File: config.mk
export PLATFORM = sky130hd
export DESIGN_NAME = add_op_serial_responder
export DESIGN_NICKNAME = d
export VERILOG_FILES = /design/src/rtl/add_op_serial_responder.sv
export SDC_FILE = /design/constraint.sdc
export NUM_CORES = 1
export LEC_CHECK = 0
export ABC_AREA = 1
export BUFFER_PORTS_ARGS = -buffer_cell sky130_fd_sc_hd__buf_2
export CAP_MARGIN = 20
export CORE_MARGIN = 2
export CORE_UTILIZATION = 49
export DETAILED_ROUTE_END_ITERATION = 8
export PLACE_DENSITY_LB_ADDON = 0.05
export SYNTH_ARGS = -nofsm -noshare
export SYNTH_HDL_FRONTEND = slang
export SYNTH_SLANG_ARGS = --single-unit
export TNS_END_PERCENT = 20
File: constraint.sdc
create_clock -name clk -period 1.8 [get_ports clk]
set_input_delay 0.36 -clock clk [delete_from_list [all_inputs] [get_ports clk]]
set_output_delay 0.36 -clock clk [all_outputs]
set_load 0.03 [all_outputs]
File: src/rtl/add_op_serial_responder.sv
// Digit-serial unsigned adder behind a valid/ready request/response pair.
// One operand pair is in flight at a time; the result is held until the consumer takes it.
module add_op_serial_responder #(
    parameter int OPERAND_WIDTH = 32,
    parameter int DIGIT_WIDTH   = 8
) (
    input  logic                     clk,
    input  logic                     rst_n,
    input  logic                     req_valid,
    output logic                     req_ready,
    input  logic [OPERAND_WIDTH-1:0] lhs,
    input  logic [OPERAND_WIDTH-1:0] rhs,
    output logic                     res_valid,
    input  logic                     res_ready,
    output logic [OPERAND_WIDTH-1:0] result,
    output logic                     carry_out
);

    localparam int NUM_DIGITS = OPERAND_WIDTH / DIGIT_WIDTH;
    localparam int CNT_W      = (NUM_DIGITS > 1) ? $clog2(NUM_DIGITS) : 1;
    localparam logic [CNT_W-1:0] LAST_DIGIT = CNT_W'(NUM_DIGITS - 1);

    localparam logic [1:0] S_IDLE = 2'd0;
    localparam logic [1:0] S_BUSY = 2'd1;
    localparam logic [1:0] S_DONE = 2'd2;

    generate
        if (OPERAND_WIDTH % DIGIT_WIDTH != 0) begin : g_bad_digit_width
            $error("OPERAND_WIDTH must be a multiple of DIGIT_WIDTH");
        end
    endgenerate

    logic [1:0]               r_state;
    logic [OPERAND_WIDTH-1:0] r_lhs;
    logic [OPERAND_WIDTH-1:0] r_rhs;
    logic [OPERAND_WIDTH-1:0] r_result;
    logic                     r_carry;
    logic                     r_carry_out;
    logic [CNT_W-1:0]         r_cnt;

    logic [DIGIT_WIDTH:0]                   w_digit_sum;
    logic [OPERAND_WIDTH+DIGIT_WIDTH-1:0]   w_result_shift;

    assign w_digit_sum = {1'b0, r_lhs[DIGIT_WIDTH-1:0]}
                       + {1'b0, r_rhs[DIGIT_WIDTH-1:0]}
                       + {{DIGIT_WIDTH{1'b0}}, r_carry};

    // New digit enters at the MSB end; after N shifts the first digit sits at bit 0.
    // Building the wider vector keeps this legal when a single digit spans the operand.
    assign w_result_shift = {w_digit_sum[DIGIT_WIDTH-1:0], r_result};

    assign req_ready = (r_state == S_IDLE);
    assign res_valid = (r_state == S_DONE);
    assign result    = r_result;
    assign carry_out = r_carry_out;

    // NOTE: all state updates use non-blocking assignments so every register
    // samples pre-edge values, matching the hardware's simultaneous update.
    always_ff @(posedge clk or negedge rst_n) begin
        if (!rst_n) begin
            r_state     <= S_IDLE;
            r_lhs       <= '0;
            r_rhs       <= '0;
            r_result    <= '0;
            r_carry     <= 1'b0;
            r_carry_out <= 1'b0;
            r_cnt       <= '0;
        end else begin
            case (r_state)
                S_IDLE: begin
                    if (req_valid) begin
                        r_lhs   <= lhs;
                        r_rhs   <= rhs;
                        r_carry <= 1'b0;
                        r_cnt   <= '0;
                        r_state <= S_BUSY;
                    end
                end
                S_BUSY: begin
                    r_lhs    <= r_lhs >> DIGIT_WIDTH;
                    r_rhs    <= r_rhs >> DIGIT_WIDTH;
                    r_result <= w_result_shift[OPERAND_WIDTH+DIGIT_WIDTH-1:DIGIT_WIDTH];
                    r_carry  <= w_digit_sum[DIGIT_WIDTH];
                    r_cnt    <= r_cnt + CNT_W'(1);
                    if (r_cnt == LAST_DIGIT) begin
                        r_carry_out <= w_digit_sum[DIGIT_WIDTH];
                        r_state     <= S_DONE;
                    end
                end
                S_DONE: begin
                    if (res_ready) begin
                        r_state <= S_IDLE;
                    end
                end
                default: r_state <= S_IDLE;
            endcase
        end
    end

endmodule

==> flow_metrics.py <==
metrics = {
    "finish": {
        "final_layout_size_suffix_gt1_share_pct": 23.00,
        "fillCellCount": 842,
        "area_delta_synth_final_pct": 19.10,
        "multiInputGateArea_mm2": 0.001764,
        "instances_no_fill": 750,
        "regArea_mm2": 0.002554,
        "n_antenna_cell": 0,
        "fin_util_pct": 59.58,
        "final_nets": 712,
    },
    "sta": {
        "period_needed_ns": 1.805,
        "clock_skew_ns": 0.007623,
        "fin_ws_ns": -0.005192,
        "holdWs_ns": 0.1961,
        "max_freq_ghz": 0.5540,
        "hold_viol_final": 0,
        "rsz0062_at_grt": "yes",
        "fin_crit_sh_pct": 100.3,
        "relSlewSlack_pct": 74.68,
        "fin_tns_setup_ns": -0.005192,
        "timing.final.max_slew_violations": 0,
        "setup_viol": 1,
        "tightest_slew_ns": 0.3792,
    },
    "outcome": {
        "status": "complete, but fails checks",
        "failed_checks": "negative setup slack",
    },
    "logic_synthesis": {
        "ys.warnings.count": 0,
        "synth_nets": 614,
        "seq_area_frac_synth_pct": 55.75,
        "synthArstFlopShare_pct": 100.0,
        "synth-edff-count": 0,
        "synthesis.instances": 536,
        "yosys_most_used_dff": "dfrtp_1",
        "synth_cell_types": 23,
        "avgSynthCellArea_um2": 8.541,
        "synth_area_mm2": 0.004578,
        "ys_ff_latch": 102,
    },
    "routing": {
        "drcViolationCount": 0,
        "drt_iter0_markers": 131,
        "wl_um": 10270,
        "ant_nets": 0,
        "dr.pass1.iters": 4,
        "wl_per_cell_um": 13.70,
        "viasPerCell": 5.080,
        "vias": 3810,
    },
    "power_and_ir_drop": {
        "ir_drop_v": 0.001149,
        "power_density_mw_per_mm2": 2126,
        "intPower_w": 0.006213,
        "pwr-share-clk_pct": 12.4,
        "power_switching_w": 0.005380,
        "p_leak_nw": 2.796,
        "switching_share_pct": 46.41,
        "p_seq_share_pct": 35.6,
        "power_frac_comb_pct": 52.0,
    },
    "cts": {
        "clk_latency_ns": 0.36,
        "htreeDepth": 3,
        "numCtsBuffers": 9,
        "clockBufferDepth": 2,
        "cts-root-buf": "clkbuf_8",
        "cts_tree": "yes",
        "cts_num_sinks": 102,
        "clkTransAtPathRegs_ns": 0.09,
    },
    "min_path": {
        "hp-class": "primary input to flop",
        "hold-path-cell-count": 2,
        "hold_start": "res_ready",
        "hold_end": "r_state[1]",
    },
    "global_routing": {
        "grt_first_pass_wirelength_um": 17620,
        "antenna_found_initial": 0,
        "grt_overflow": 0,
        "grt_pass1_vias": 3737,
        "grt_max_degree": 59,
        "grt_usage_pct": 21.96,
    },
    "worst_setup_path": {
        "cp-end-kind": "flop",
        "setup.worst_path.class": "flop to flop",
        "r2r_slack_ns": -0.005,
        "worstRegToRegCells": 9,
        "critPathArrivalTime_ns": 2.10,
        "worstSetupStartpointType": "flop",
        "crit_fanout": 2,
        "crit_required_ns": 2.10,
        "crit-reg2reg-launch": "r_lhs[0]",
        "timing.rr.end": "result[28]",
    },
    "die": {
        "io_pins": 103,
        "core_mm2": 0.009153,
        "start_util_pct": 50.02,
        "num_rows": 35,
        "die_y_um": 100.7,
        "die_w_um": 100.7,
        "dieArea_mm2": 0.01013,
    },
    "placement": {
        "io_buffer_count": 102,
        "dp_cells": 731,
        "dp_hpwl_um": 7059,
        "routabilityCongestion": 0.8437,
    },
    "flow_run": {
        "max_cap_violations": 0,
    },
}
==> registers in the layout, indices dropped and copies added (netlist names) <==
signal     cells
r_lhs         32
r_rhs         32
result        32
r_cnt          2
r_state        2
carry_out      1
r_carry        1
==> worst max-delay path, cell delays in order (launching register included) <==
cell     delay, ns
dfrtp_1       0.41
fa_2          0.41
fa_2          0.36
nand2_2       0.08
nand2_2       0.06
buf_4         0.13
nand2_1       0.06
xnor2_1       0.11
nand2_1       0.06
nand2_1       0.06
==> cell usage after synthesis, types with 2 or more instances <==
cell | number | area, um^2
buf_2 | 8 | 40.04
nand3_1 | 23 | 115.1
ha_1 | 8 | 100.1
fa_1 | 2 | 40.04
nand2_1 | 157 | 589.3
xnor2_1 | 2 | 17.52
dfrtp_1 | 102 | 2552
nor2_1 | 53 | 198.9
buf_4 | 10 | 75.07
nand2_2 | 2 | 12.51
inv_1 | 23 | 86.33
o21ai_1 | 46 | 230.2
o21ai_0 | 73 | 365.4
inv_2 | 2 | 7.510
a21oi_1 | 5 | 25.02
buf_6 | 3 | 33.78
clkbuf_1 | 11 | 41.29
==> timing repair <==
action / CTS / global route
setup buffers: 1 / 1
hold endpoints to repair: 4 / 0
pin swaps: 5 / 5
gates resized for setup: 5 / 5
hold buffers: 1 / 0
setup endpoints to repair: 2 / 4
==> power by group through the flow <==
stage               Clock, W  Combinational, W  Sequential, W
floorplan                  0           0.00391        0.00462
global placement           0           0.00581        0.00413
detailed placement         0           0.00591        0.00416
CTS                  0.00147           0.00601        0.00411
global route         0.00158           0.00685        0.00425
finish               0.00144           0.00603        0.00413
==> stage by stage <==
stage                     setup WS (ns)  cell area, um^2  power [W]
after floorplan                 0.04833             4581   0.008530
after global placement         -0.03246             5210   0.009937
after detailed placement       -0.05722             5210    0.01007
after CTS                      -0.02431             5433    0.01159
after global routing            -0.1065             5453    0.01268
final                         -0.005192             5453    0.01159
==> worst max-delay path by stage <==
stage | endpoint | slack, ns | startpoint | depth (start not counted)
2_1_floorplan | r_carry | 0.05 | r_lhs[0] | 10
3_3_place_gp | r_carry | -0.03 | r_lhs[0] | 10
3_5_place_dp | r_carry | -0.06 | r_lhs[0] | 10
4_1_cts | r_carry | -0.02 | r_carry | 10
5_1_grt | r_carry | -0.11 | r_lhs[0] | 10
6_report | result[28] | -0.005 | r_lhs[0] | 9
==> logic make-up after synthesis <==
| group | after synthesis | synth area share (%) |
|---|---|---|
| xor gates and xnor gates | 2 | 0.3827 |
| adders and majority gates | 10 | 3.061 |
| and+or+nand+nor | 238 | 20.55 |
| buffers and inverters | 57 | 6.204 |
| AOI/OAI and AO/OA | 127 | 14.05 |
| DFF | 102 | 55.75 |
==> metal layers <==
| metal | routed length (um) | part of all wire (%) | vias to the layer above | global-route usage [%] |
|---|---|---|---|---|
| met1 | 5053 | 49 | 1787 | 31.72 |
| met3 | 372 | 3.6 | 12 | 3.051 |
| li1 | - | - | 1929 | - |
| met5 | 0 | 0 | - | 0 |
| met4 | 136 | 1.3 | 0 | 7.165 |
| met2 | 4710 | 46 | 82 | 34.46 |
==> layout by cell type (no fill, tap or decap) <==
master,synthesis,routed
nand3_2,0,1
nand2_1,157,152
xnor2_1,2,2
nand2_2,2,7
nor2_1,53,53
o31ai_1,1,1
buf_4,10,11
fa_2,0,2
inv_2,2,2
clkinv_2,0,1
nand3_1,23,22
o22ai_1,1,1
nand3b_1,1,1
clkbuf_8,0,9
buf_6,3,1
ha_1,8,8
a22o_1,1,1
nor2_4,1,1
clkbuf_1,11,2
buf_2,8,100
a21oi_1,5,5
or2_2,1,1
clkbuf_4,0,1
o21ai_1,46,46
bufinv_16,0,1
o21ai_0,73,73
dfrtp_1,102,101
dfrtp_2,0,1
buf_12,0,5
inv_6,0,1
clkinvlp_4,0,2
dlygate4sd3_1,0,1
inv_1,23,23
==> final cells by class <==
cell class,count,area share (%)
flip-flops and latches,102,46.83
multi-input cells,377,32.35
repair buffers,119,13.06
well taps,111,2.547
clock buffers,11,2.409
inverters,25,1.721
clock inverters,5,1.078
Power figures use the tool's default switching activity.
